===== config.mk =====
export PLATFORM = sky130hd
export DESIGN_NAME = fifo_uart_tx
export DESIGN_NICKNAME = d
export VERILOG_FILES = /design/src/rtl/fifo_uart_pkg.sv /design/src/rtl/uart_bit_timer.sv /design/src/rtl/fifo_uart_tx.sv
export SDC_FILE = /design/constraint.sdc
export NUM_CORES = 1
export LEC_CHECK = 0
export ABC_CLOCK_PERIOD_IN_PS = 2200
export CAP_MARGIN = 10
export CELL_PAD_IN_SITES_DETAIL_PLACEMENT = 1
export CELL_PAD_IN_SITES_GLOBAL_PLACEMENT = 2
export CORE_MARGIN = 4
export CORE_UTILIZATION = 30
export CTS_CLUSTER_SIZE = 14
export DETAILED_ROUTE_END_ITERATION = 8
export PLACE_DENSITY_LB_ADDON = 0.2
export REMOVE_ABC_BUFFERS = 1
export SLEW_MARGIN = 20
export SYNTH_ARGS = -nofsm -noshare
export SYNTH_HDL_FRONTEND = slang
export SYNTH_SLANG_ARGS = --single-unit

===== constraint.sdc =====
create_clock -name clk -period 2.2 [get_ports clk]
set_clock_uncertainty 0.2 [all_clocks]
set_input_delay 0.22 -clock clk [delete_from_list [all_inputs] [get_ports clk]]
set_output_delay 0.22 -clock clk [all_outputs]
set_load 0.05 [all_outputs]

===== src/rtl/fifo_uart_pkg.sv =====
// Shared types and helpers for the FIFO-fed UART transmitter.
package fifo_uart_pkg;

    typedef enum logic [2:0] {
        IDLE,
        FETCH,
        LOAD,
        START,
        DATA,
        STOP
    } state_e;

    localparam logic IDLE_LEVEL = 1'b1;

    // Counter width for n states, never narrower than one bit.
    function automatic int unsigned cnt_width(input int unsigned n);
        return (n > 1) ? $clog2(n) : 1;
    endfunction

endpackage


===== src/rtl/uart_bit_timer.sv =====
// Bit-period counter: counts 0..terminal and flags the last clock of each period.
module uart_bit_timer #(
    parameter int unsigned CNT_W = 2
) (
    input  logic             clk,
    input  logic             rst,
    input  logic             clear,
    input  logic [CNT_W-1:0] terminal,
    output logic             tick
);

    logic [CNT_W-1:0] cnt_q;
    logic [CNT_W-1:0] cnt_d;

    assign tick = !clear && (cnt_q == terminal);

    // Restarts from zero on every period boundary, so it never runs past terminal.
    always_comb begin
        cnt_d = cnt_q + CNT_W'(1);
        if (clear || tick) begin
            cnt_d = '0;
        end
    end

    always_ff @(posedge clk) begin
        if (rst) begin
            cnt_q <= '0;
        end else begin
            cnt_q <= cnt_d;
        end
    end

endmodule


===== src/rtl/fifo_uart_tx.sv =====
// Drains bytes from a synchronous FIFO and sends each as a UART frame on tx.
module fifo_uart_tx
    import fifo_uart_pkg::*;
#(
    parameter int unsigned CLKS_PER_BIT = 868,
    parameter int unsigned DATA_W       = 8,
    parameter int unsigned STOP_BITS    = 1
) (
    input  logic              clk,
    input  logic              rst,
    input  logic              tx_en,
    input  logic [DATA_W-1:0] fifo_data,
    input  logic              fifo_empty,
    output logic              fifo_rd_en,
    output logic              tx,
    output logic              busy,
    output logic              tx_done
);

    localparam int unsigned CNT_W = cnt_width(STOP_BITS * CLKS_PER_BIT);
    localparam int unsigned BIT_W = cnt_width(DATA_W);
    localparam logic [CNT_W-1:0] BIT_TC   = CNT_W'(CLKS_PER_BIT - 1);
    localparam logic [CNT_W-1:0] STOP_TC  = CNT_W'(STOP_BITS * CLKS_PER_BIT - 1);
    localparam logic [BIT_W-1:0] LAST_BIT = BIT_W'(DATA_W - 1);

    state_e              state_q, state_d;
    logic [DATA_W-1:0]   shift_q, shift_d;
    logic [BIT_W-1:0]    bit_q, bit_d;
    logic                tx_q, tx_d;
    logic                rd_en_q, rd_en_d;
    logic                busy_q, busy_d;
    logic                done_q, done_d;

    logic                timer_clear;
    logic [CNT_W-1:0]    timer_tc;
    logic                tick;

    // Timer only runs in the line-driving states; stop uses the longer period.
    assign timer_clear = !(state_q inside {START, DATA, STOP});
    assign timer_tc    = (state_q == STOP) ? STOP_TC : BIT_TC;

    uart_bit_timer #(
        .CNT_W(CNT_W)
    ) u_bit_timer (
        .clk     (clk),
        .rst     (rst),
        .clear   (timer_clear),
        .terminal(timer_tc),
        .tick    (tick)
    );

    always_comb begin
        state_d = state_q;
        shift_d = shift_q;
        bit_d   = bit_q;
        tx_d    = tx_q;
        rd_en_d = 1'b0;
        done_d  = 1'b0;

        unique case (state_q)
            IDLE: begin
                tx_d = IDLE_LEVEL;
                if (tx_en && !fifo_empty) begin
                    rd_en_d = 1'b1;
                    state_d = FETCH;
                end
            end
            FETCH: state_d = LOAD;
            // FIFO data_out is valid here, one clock after the pop was sampled.
            LOAD: begin
                shift_d = fifo_data;
                bit_d   = '0;
                tx_d    = 1'b0;
                state_d = START;
            end
            START: begin
                if (tick) begin
                    tx_d    = shift_q[0];
                    state_d = DATA;
                end
            end
            DATA: begin
                if (tick) begin
                    if (bit_q == LAST_BIT) begin
                        tx_d    = IDLE_LEVEL;
                        state_d = STOP;
                    end else begin
                        shift_d = shift_q >> 1;
                        tx_d    = shift_q[1];
                        bit_d   = bit_q + BIT_W'(1);
                    end
                end
            end
            STOP: begin
                if (tick) begin
                    done_d  = 1'b1;
                    state_d = IDLE;
                end
            end
            default: state_d = IDLE;
        endcase

        busy_d = (state_d != IDLE);
    end

    always_ff @(posedge clk) begin
        if (rst) begin
            state_q <= IDLE;
            shift_q <= '0;
            bit_q   <= '0;
            tx_q    <= IDLE_LEVEL;
            rd_en_q <= 1'b0;
            busy_q  <= 1'b0;
            done_q  <= 1'b0;
        end else begin
            state_q <= state_d;
            shift_q <= shift_d;
            bit_q   <= bit_d;
            tx_q    <= tx_d;
            rd_en_q <= rd_en_d;
            busy_q  <= busy_d;
            done_q  <= done_d;
        end
    end

    assign fifo_rd_en = rd_en_q;
    assign tx         = tx_q;
    assign busy       = busy_q;
    assign tx_done    = done_q;

endmodule


==> Word level (Yosys, flattened, before mapping) <==
Index checks and enable logic that the tools add are counted.
{ "word_totals": {"regBits": 28, "input_bits": 12, "out_inout_bits": 4} }
{ "op_classes": {"n_addsub": 2, "eq_ne": 10, "mux": 18, "bitwise": 2, "reduce_logical": 15} }
{ "ops": {"columns": ["operator", "count"], "rows": [
  ["3-bit 2-to-1 mux", 7],
  ["3-bit case mux with 6 select lines", 1],
  ["8-bit 2-to-1 mux", 2],
  ["8-bit case mux with 2 select lines", 1],
  ["10-bit by 1-bit adder with 10-bit output, second input constant", 1],
  ["10-bit equality test, second input constant", 1],
  ["3-bit equality test, second input constant", 3],
  ["3-bit by 2-bit equality test with 1-bit output, second input constant", 2],
  ["3-bit case mux with 2 select lines", 1],
  ["3-bit AND reduction", 2],
  ["3-bit nonzero test", 2],
  ["2-bit OR reduction", 3],
  ["1-bit 2-to-1 mux", 5],
  ["2-bit by 1-bit inequality test with 1-bit output, second input constant", 2],
  ["1-bit case mux with 4 select lines", 1],
  ["4-bit nonzero test", 1],
  ["3-bit by 1-bit adder with 3-bit output, second input constant", 1],
  ["3-bit by 1-bit equality test with 1-bit output, second input constant", 1],
  ["3-bit zero test", 1],
  ["1-bit logical AND", 2],
  ["1-bit zero test", 2],
  ["2-bit inequality test, second input constant", 1],
  ["1-bit NOT", 2],
  ["2-bit nonzero test", 1],
  ["1-bit logical OR", 1]
]} }

==> Depth between registers and ports, before layout <==
Gate-level depths: netlist of run 1.
{ "depth": {"ltp_word": 6, "ltp_mapped": 7, "ltp_nobuf": 7} }

==> Modules after synthesis <==
A second synthesis of run 1 with hierarchy kept.
{ "unflattened": {"cells_unflattened": 170, "area_unflattened_um2": 1582.8} }
{ "by_module_without_submodules": {"columns": ["mod", "instances", "cells_per_inst", "area_per_inst_um2", "seq_area_each_um2"], "rows": [
  ["fifo_uart_tx", 1, 109, 1014.7, 360.3],
  ["uart_bit_timer", 1, 61, 568.0, 200.2]
]} }

==> Least setup slack after synthesis of run 1 <==
OpenSTA, ideal clock, no wires.
{ "synth_path": {"path_kind": "register to register", "start": "register u_bit_timer.cnt_q[0]", "end": "register bit_q[0]", "setup_time_ns": 0.121, "t_arrival_ns": 1.930, "required_time_ns": 1.879, "slack_ns": -0.051, "stages_incl_launch_ff": 8, "synth_period_minus_slack_ns": 2.251, "path_cell_list": "dfxtp_1 ha_1 or3b_1 or4_4 buf_6 a31oi_4 nor2_2 mux2_2"} }
{ "synth_between": {"elab_chain_len": 4} }
{ "synth_rtl": {"columns": ["element", "line", "source"], "rows": [
  ["start, declared", "uart_bit_timer.sv:12", "logic [CNT_W-1:0] cnt_q;"],
  ["start signal, assigned", "uart_bit_timer.sv:29", "cnt_q <= cnt_d;"],
  ["10-bit equality test", "uart_bit_timer.sv:15", "assign tick = !clear && (cnt_q == terminal);"],
  ["1-bit logical AND", "uart_bit_timer.sv:15", null],
  ["2-bit by 1-bit inequality test with 1-bit output (no line)", null, null],
  ["3-bit AND reduction (no line)", null, null],
  ["end signal, assigned", "fifo_uart_tx.sv:118", "bit_q <= bit_d;"],
  ["end, declared", "fifo_uart_tx.sv:28", "logic [BIT_W-1:0] bit_q, bit_d;"]
]} }
Every way passes these cells.
A chain may end at the register's enable or synchronous reset.

==> Final worst setup path of run 1 <==
{ "layout_path": {"start": "register u_bit_timer.cnt_q[1]", "end": "register bit_q[0]"} }
The elaborated chain is that of the path after synthesis.

==> impl_metrics.ini, run 1 <==
[status]
status = complete, but fails checks
violations = negative setup slack

[route]
post_drt_wl_per_cell_um = 14.57
wl_mm = 3.162
post-route-drc-count = 0
top_layer = met4
route.met2.wl_mm = 1.601
wl_met1_mm = 1.432
first_pass_iters = 4
num_vias = 1116
wl_met3_um = 96
antenna_left = 0
drt_iter0_markers = 47
vias_per_cell = 5.143

[sta]
post-route-period-util = 1.027
worst_pin_slew_ns = 0.5282
finalSetupTns_ns = -0.3930
finalMaxSlewViolations = 0
relSlewSlack = 0.6442
hold_violations = 0
setup_viol = 12
fmax_mhz = 442.6
fin_crit_ns = 2.260
worst_slack_ns = -0.05957
fin_hold_ws_ns = 0.2668
rsz0062_at_grt = true

[worst_setup_path]
cp_slowest_cell = or4_4
slowest_delay_ns = 0.52
critical_path_required_ns = 2.17
path_buf_inv = 0
cp-end-kind = register
cp-start-kind = register
worstSetupPathType = reg2reg
worstPathArrival_ns = 2.23
critPathMaxFanout = 6
worstPathCellList = ha_4 -> or3b_4 -> or4_4 -> a31oi_4 -> nor2_4 -> mux2_2
rrSetupSlack_ns = -0.06
critPathTopFamily = simple AND/OR/NAND/NOR gates

[yosys]
synth.top_cell.area_share = 0.4405
synth_edf_count = 0
ys_top_cells_by_area = dfxtp_1, a22o_1, a21o_1, nor2_1, xnor2_1
ys_seq_elements = 28
yosys_warnings = 0
ys_seq_area_frac = 0.4405
yosys.area.top_type = dfxtp_1
async_flop_share = 0
ys_types = 43
synthCells = 134
avgSynthCellArea_um2 = 9.496
synth_area_mm2 = 0.001272
synth_top_flop_cell = dfxtp_1

[grt]
antenna_found_initial = 0
gr-total-overflow = 0
track_usage = 0.1248
grt_pass1_vias = 1147
grt_pass1_wl_mm = 5.347
grt_max_degree = 17

[power]
total_leakage_power_nw = 0.6846
power_mw = 1.079
ir_drop_mv = 0.2022
power.density_mw_per_mm2 = 622.6

[clocking]
cts_max_path_buffers = 2
cts.sinks = 28
clkLatencyLatePin_ns = 0.27
tritoncts = built
hold_buffers = 0
root_buffer = clkbuf_8
cts_max_level = 1
numCtsBuffers = 3
clk_pin_slew_ns = 0.10

[job]
max-cap-violations = 0

[worst_hold_path]
hold_path.class = reg2reg

[cells_and_area]
fin_util = 0.4271
area_growth_syn_to_layout_pct = 36.18
fin_cells = 217
layout_commonest_cell = dfxtp_1
multi_input_area_um2 = 735.7
drive_above_1_share = 0.2335
antenna_cells = 0
ff_latch_area_um2 = 563.0
mostFrequentLayoutCells = dfxtp_1, buf_4, clkdlybuf4s50_1, nor2_1, a22o_1
final_area_mm2 = 0.001733
n_fill_cell = 454
nets = 183

[placed_design]
dpl_worst_slack_ns = -0.1110
dpl_cell_area_mm2 = 0.001548
place_congestion = 0.7531
io_buffer_count = 15
place_inst = 206
hpwl_mm = 2.213

[floorplanning]
die_area_mm2 = 0.005347
dieWidth_um = 73.13
fp.coreArea_mm2 = 0.004058
rows = 23
start_util = 0.3136
die_h_um = 73.13
io_pins = 16
## cells in the mapped netlist (2+ instances only)
cell type / instances
nand2b_1: 2
or3_1: 3
nand2_1: 8
and3_1: 3
inv_1: 3
a21oi_1: 4
nor3_1: 2
o21ai_0: 4
a21o_1: 7
xor2_1: 2
a22o_1: 9
xnor2_1: 5
nor4b_1: 2
ha_1: 3
dfxtp_1: 28
nand3_1: 4
clkbuf_1: 3
nor2_1: 14
nor2b_1: 4
## state kept, by name, indices dropped and copies added (netlist names)
signal,cells
bit_q,3
busy,1
fifo_rd_en,1
shift_q,8
state_q,3
tx,1
tx_done,1
u_bit_timer.cnt_q,10
## final cells by class
class	instances	area share
clock buffers	3	0.02383
inverters	3	0.006498
well taps	50	0.03610
multi-input cells	99	0.4245
repair buffers	33	0.1668
flip-flops and latches	28	0.3249
clock inverters	1	0.01733
## what timing repair did
item                       CTS  global route
cloned                       1             2
pin swaps                    2            13
setup buffers                1             3
resized for setup            5            13
setup endpoints to repair   14            17
## routing by layer
layer / global-route usage / up-vias
met3: 0.02479 / 5
met4: 0.03689 / 0
met2: 0.2105 / 15
li1: - / 553
met5: 0 / -
met1: 0.1595 / 543
## where the power goes
part	switching, mW	internal, mW	total (mW)
clock	0.164	0.244	0.407
sequential	0.0141	0.523	0.537
combinational	0.0691	0.0653	0.134
total	0.247	0.832	1.08
## kinds of logic (layout without fill, tap and decap cells)
logic type	after synthesis	after routing	share of synthesized area
xor+xnor	7	7	0.04818
fa+ha+maj	3	3	0.02950
compound gates	34	34	0.2104
flops	28	28	0.4405
buf+inv	9	40	0.03638
simple gates	51	53	0.2183
mux	2	2	0.01672
## path summary, 6_finish.rpt
check,start,to,cells after the start
hold reg to reg,shift_q[5],shift_q[5],1
hold / removal,shift_q[5],shift_q[5],1
setup reg to reg,u_bit_timer.cnt_q[1],bit_q[0],6
setup / recovery,u_bit_timer.cnt_q[1],bit_q[0],6
Note: power is estimated with default switching activity, not from simulation.
==> inputs of run 2 (changes only) <==
--- a/config.mk
+++ b/config.mk
@@ -13,7 +13,8 @@
 export CORE_UTILIZATION = 30
 export CTS_CLUSTER_SIZE = 14
 export DETAILED_ROUTE_END_ITERATION = 8
-export PLACE_DENSITY_LB_ADDON = 0.2
+export HOLD_SLACK_MARGIN = 0.05
+export PLACE_DENSITY = 0.83
 export REMOVE_ABC_BUFFERS = 1
 export SLEW_MARGIN = 20
 export SYNTH_ARGS = -nofsm -noshare
==> run 2 against run 1 <==
Effect of this change:
- the run still ends with negative setup slack left
- register-to-register slack worse by 0.04 ns
- sequential share of layout area up 1.8 points
- largest cell class unchanged
- wire length down 2.9%
- fmax down 1.9%
- final area down 5.3%
- highest routed layer unchanged
- flip-flop and latch count unchanged
- global-route usage down 0.58 points
- worst setup slack worse by 0.043 ns
- cell count down 2.8%
- total power down 0.93%
- core utilization down 2.3 points
- via count down 1.6%
==> impl_metrics.ini, run 2 (synthesized netlist as in run 1, its figures left out) <==
[job]
max-cap-violations = 0

[worst_setup_path]
path_buf_inv = 0
cp-end-kind = register
critPathMaxFanout = 6
critPathTopFamily = simple AND/OR/NAND/NOR gates
critical_path_required_ns = 2.18
worstSetupPathType = reg2reg
worstPathCellList = ha_1 -> or3b_4 -> or4_4 -> a31oi_4 -> nor2_4 -> mux2_2
slowest_delay_ns = 0.50
worstPathArrival_ns = 2.28
cp-start-kind = register
cp_slowest_cell = or4_4

[sta]
post-route-period-util = 1.046
finalMaxSlewViolations = 0
relSlewSlack = 0.6272
fin_crit_ns = 2.302
worst_slack_ns = -0.1023
worst_pin_slew_ns = 0.5533
finalSetupTns_ns = -0.6346
setup_viol = 12
rsz0062_at_grt = true
fmax_mhz = 434.4
hold_violations = 0

[cells_and_area]
drive_above_1_share = 0.1801
layout_commonest_cell = dfxtp_1
fin_util = 0.4046
nets = 177
fin_cells = 211
area_growth_syn_to_layout_pct = 29.01
mostFrequentLayoutCells = dfxtp_1, clkdlybuf4s50_1, nor2_1, buf_4, a22o_1
top_register = u_bit_timer.cnt_q
n_fill_cell = 463
largest_reg_flops = 10
ff_latch_area_um2 = 563.0
antenna_cells = 0
multi_input_area_um2 = 693.2
reg_top3 = u_bit_timer.cnt_q (10), shift_q (8)

[route]
wl_mm = 3.070
post_drt_wl_per_cell_um = 14.55
first_pass_iters = 4
vias_per_cell = 5.204
drt_iter0_markers = 23
post-route-drc-count = 0
num_vias = 1098
antenna_left = 0

[floorplanning]
dieWidth_um = 73.13
fp.coreArea_mm2 = 0.004058
rows = 23
start_util = 0.3136
die_h_um = 73.13
io_pins = 16
die_area_mm2 = 0.005347

[power]
total_leakage_power_nw = 0.6505
power_frac_seq = 0.505
switchingPower_mw = 0.2453
switching_share = 0.2295
ir_drop_mv = 0.2138
p_int_mw = 0.8235
power.density_mw_per_mm2 = 651.1
clockPowerShare = 0.384
p_comb_frac = 0.111

[grt]
antenna_found_initial = 0
grt_max_degree = 17
gr-total-overflow = 0
grt_pass1_vias = 1119
track_usage = 0.1189
grt_pass1_wl_mm = 5.064

[placed_design]
io_buffer_count = 15
place_congestion = 0.7483
hpwl_mm = 2.179
place_inst = 203

[clocking]
hold_buffers = 0
numCtsBuffers = 3
cts.sinks = 28
cts_max_path_buffers = 2
cts_max_level = 1
root_buffer = clkbuf_8
clkLatencyLatePin_ns = 0.27
clk_pin_slew_ns = 0.10
tritoncts = built

[status]
status = complete, but fails checks
violations = negative setup slack

[worst_hold_path]
hold_path.class = reg2reg
## run 2: metal layers
layer  global-route usage  wire, um  vias to the layer above
li1                     -         -                      540
met1               0.1423      1401                      541
met2               0.2145      1552                       13
met3              0.01928        84                        4
met4              0.03689        32                        0
met5                    0         0                        -
## run 2: final cells by class
class / count / share of cell area
flip-flops and latches: 28 / 0.3430
clock buffers: 3 / 0.02515
well taps: 50 / 0.03811
inverters: 3 / 0.006860
clock inverters: 1 / 0.01829
multi-input cells: 99 / 0.4223
repair buffers: 27 / 0.1463
## run 2: final timing paths
path                end  slack (ns)                 start  cells after the start
max            bit_q[0]       -0.10  u_bit_timer.cnt_q[0]                      6
min          shift_q[5]        0.28            shift_q[5]                      1
max reg2reg    bit_q[0]       -0.10  u_bit_timer.cnt_q[0]                      6
min reg2reg  shift_q[5]        0.28            shift_q[5]                      1
## run 2: power by group through the flow
stage	registers (mW)	logic (mW)	clock network, mW
floorplan	0.566	0.0477	0
global placement	0.550	0.113	0
detailed placement	0.551	0.115	0
CTS	0.539	0.117	0.428
global route	0.543	0.128	0.445
finish	0.539	0.119	0.410
## run 2: per-stage QoR
stage          power [mW]  setup slack (ns)  area, um^2  hold slack, ns
2_1_floorplan      0.6138          -0.02648        1237         0.09238
3_3_place_gp       0.6623          -0.02765        1525          0.2425
3_5_place_dp       0.6657          -0.08392        1525          0.2452
6_report            1.069           -0.1023        1642          0.2758
4_1_cts             1.084          -0.06863        1623          0.2778
5_1_grt             1.115           -0.1487        1642          0.3022
## run 2: timing repair
item	CTS	global route
pin swaps	1	1
setup endpoints to repair	14	14
buffers inserted	1	1
gates resized for setup	5	1
gates cloned	1	1
==> inputs of run 3 (changes only) <==
--- a/config.mk
+++ b/config.mk
@@ -13,8 +13,9 @@
 export CORE_UTILIZATION = 30
 export CTS_CLUSTER_SIZE = 14
 export DETAILED_ROUTE_END_ITERATION = 8
+export DONT_BUFFER_PORTS = 1
 export HOLD_SLACK_MARGIN = 0.05
-export PLACE_DENSITY = 0.83
+export PLACE_DENSITY = 0.75
 export REMOVE_ABC_BUFFERS = 1
 export SLEW_MARGIN = 20
 export SYNTH_ARGS = -nofsm -noshare
==> run 3 against run 2 <==
Effect of this change:
- the flow finishes with violations (negative hold slack, negative setup slack)
- critical path depth unchanged
- sequential power grew 4%
- non-clock buffer count decreased by 3
- total power shrank 1.2%
- via count is 0.91% lower
- register-to-register slack better by 0.08 ns
- global-route usage up 1.1 points
- core utilization shrank 0.62 points
- critical path type unchanged
- highest routed layer unchanged
==> impl_metrics.ini, run 3 (synthesized netlist as in run 1, its figures left out) <==
[status]
status = complete, but fails checks
violations = negative hold slack, negative setup slack

[power]
total_leakage_power_nw = 0.6393
power.density_mw_per_mm2 = 653.1
power_mw = 1.056
ir_drop_mv = 0.3095

[worst_setup_path]
critical_path_required_ns = 2.18
slowest_delay_ns = 0.50
worstPathCellList = ha_4 -> or3b_4 -> or4_4 -> a31oi_4 -> nor2_4 -> mux2_2
cp_slowest_cell = or4_4
cp-end-kind = register
worstSetupPathType = reg2reg
critPathMaxFanout = 10
cp-start-kind = register
worstPathArrival_ns = 2.20

[sta]
fin_crit_ns = 2.223
finalMaxSlewViolations = 0
worst_slack_ns = -0.02348
fin_hold_ws_ns = -0.1956
relSlewSlack = 0.5976
setup_viol = 4
post-route-period-util = 1.011
worst_pin_slew_ns = 0.5972
rsz0062_at_grt = true
hold_violations = 6
fmax_mhz = 449.7

[cells_and_area]
fin_util = 0.3984
n_fill_cell = 465
layout_commonest_cell = dfxtp_1
top_register = u_bit_timer.cnt_q
reg_top3 = u_bit_timer.cnt_q (10), shift_q (8)
antenna_cells = 0
area_growth_syn_to_layout_pct = 27.04
largest_reg_flops = 10
nets = 173
fin_cells = 207
mostFrequentLayoutCells = dfxtp_1, buf_4, nor2_1, a22o_1, dlygate4sd3_1
drive_above_1_share = 0.2102

[clocking]
tritoncts = built
clkLatencyLatePin_ns = 0.27
cts_max_path_buffers = 2
hold_buffers = 9
clk_pin_slew_ns = 0.10
numCtsBuffers = 3
cts.sinks = 28
cts_max_level = 1
root_buffer = clkbuf_8

[route]
first_pass_iters = 4
antenna_left = 0
post-route-drc-count = 0
wl_mm = 3.087
num_vias = 1088
drt_iter0_markers = 70
post_drt_wl_per_cell_um = 14.91
vias_per_cell = 5.256

[floorplanning]
fp.coreArea_mm2 = 0.004058
rows = 23
die_area_mm2 = 0.005347
dieWidth_um = 73.13
start_util = 0.3136
die_h_um = 73.13
io_pins = 16

[placed_design]
hpwl_mm = 2.101
place_congestion = 0.7721
place_inst = 188
io_buffer_count = 0

[grt]
grt_pass1_wl_mm = 5.457
grt_pass1_vias = 1161
gr-total-overflow = 0
antenna_found_initial = 0
grt_max_degree = 17
track_usage = 0.1295

[job]
max-cap-violations = 0

[worst_hold_path]
hold_path.class = in2reg
-- run 3: changes by cell type in the layout (fill, tap and decap cells not counted) --
| cell | delta |
|---|---|
| o21ai_1 | +1 |
| clkdlybuf4s50_1 | -15 |
| a221oi_2 | +1 |
| nor2_2 | -1 |
| dlygate4sd3_1 | +9 |
| o21ai_0 | -1 |
| a221oi_1 | -1 |
| buf_4 | +3 |
| ha_1 | -1 |
| ha_4 | +1 |
-- run 3: critical path, delay by kind of cell (launching register included) --
family	cells	cell delay, ns
DFF	1	0.36
muxes	1	0.26
adders and majority gates	1	0.13
AOI/OAI and AO/OA	1	0.19
and+or+nand+nor	3	0.97
-- run 3: timing repair --
action	CTS	global route
cloned	1	0
resized for setup	5	5
buffers inserted	4	1
pin swaps	2	1
endpoints found under the hold margin	16	14
setup endpoints to repair	14	16
-- run 3: final timing paths --
| check | from | endpoint | slack (ns) | cells past startpoint |
|---|---|---|---|---|
| setup / recovery | u_bit_timer.cnt_q[0] | bit_q[0] | -0.02 | 6 |
| hold reg to reg | shift_q[2] | shift_q[2] | 0.28 | 1 |
| setup reg to reg | u_bit_timer.cnt_q[0] | bit_q[0] | -0.02 | 6 |
| hold / removal | rst | state_q[2] | -0.20 | 1 |
-- run 3: power breakdown --
part	switching (mW)	total (mW)	internal, mW	leakage (nW)
logic	0.0404	0.0879	0.0475	0.376
registers	0.0355	0.558	0.523	0.228
clock network	0.166	0.409	0.244	0.0357
total	0.242	1.06	0.814	0.639
-- run 3: layer usage --
| metal | share of wire | up-vias | GRT usage |
|---|---|---|---|
| met3 | 0.038 | 5 | 0.02893 |
| li1 | - | 532 | - |
| met5 | 0 | - | 0 |
| met2 | 0.51 | 18 | 0.2264 |
| met4 | 0.016 | 0 | 0.04918 |
| met1 | 0.44 | 533 | 0.1526 |
-- run 3: through the flow --
step	hold slack (ns)	worst slack [ns]	cell area [um^2]	TNS [ns]
finish	-0.1956	-0.02348	1617	-0.05509
global route	-0.2107	-0.08004	1617	-0.7125
global placement	0.09482	-0.02674	1375	-0.02674
detailed placement	0.09829	-0.09914	1375	-0.4201
floorplan	0.09238	-0.02648	1237	-0.1589
CTS	-0.1995	-0.09352	1588	-0.9985
-- run 3: layout make-up --
class	count	area, um^2	area share
clock buffers	3	41.29	0.02554
clock inverters	1	30.03	0.01858
inverters	3	11.26	0.006966
multi-input cells	98	705.7	0.4365
flip-flops and latches	28	563.0	0.3483
well taps	50	62.56	0.03870
repair buffers	24	202.7	0.1254
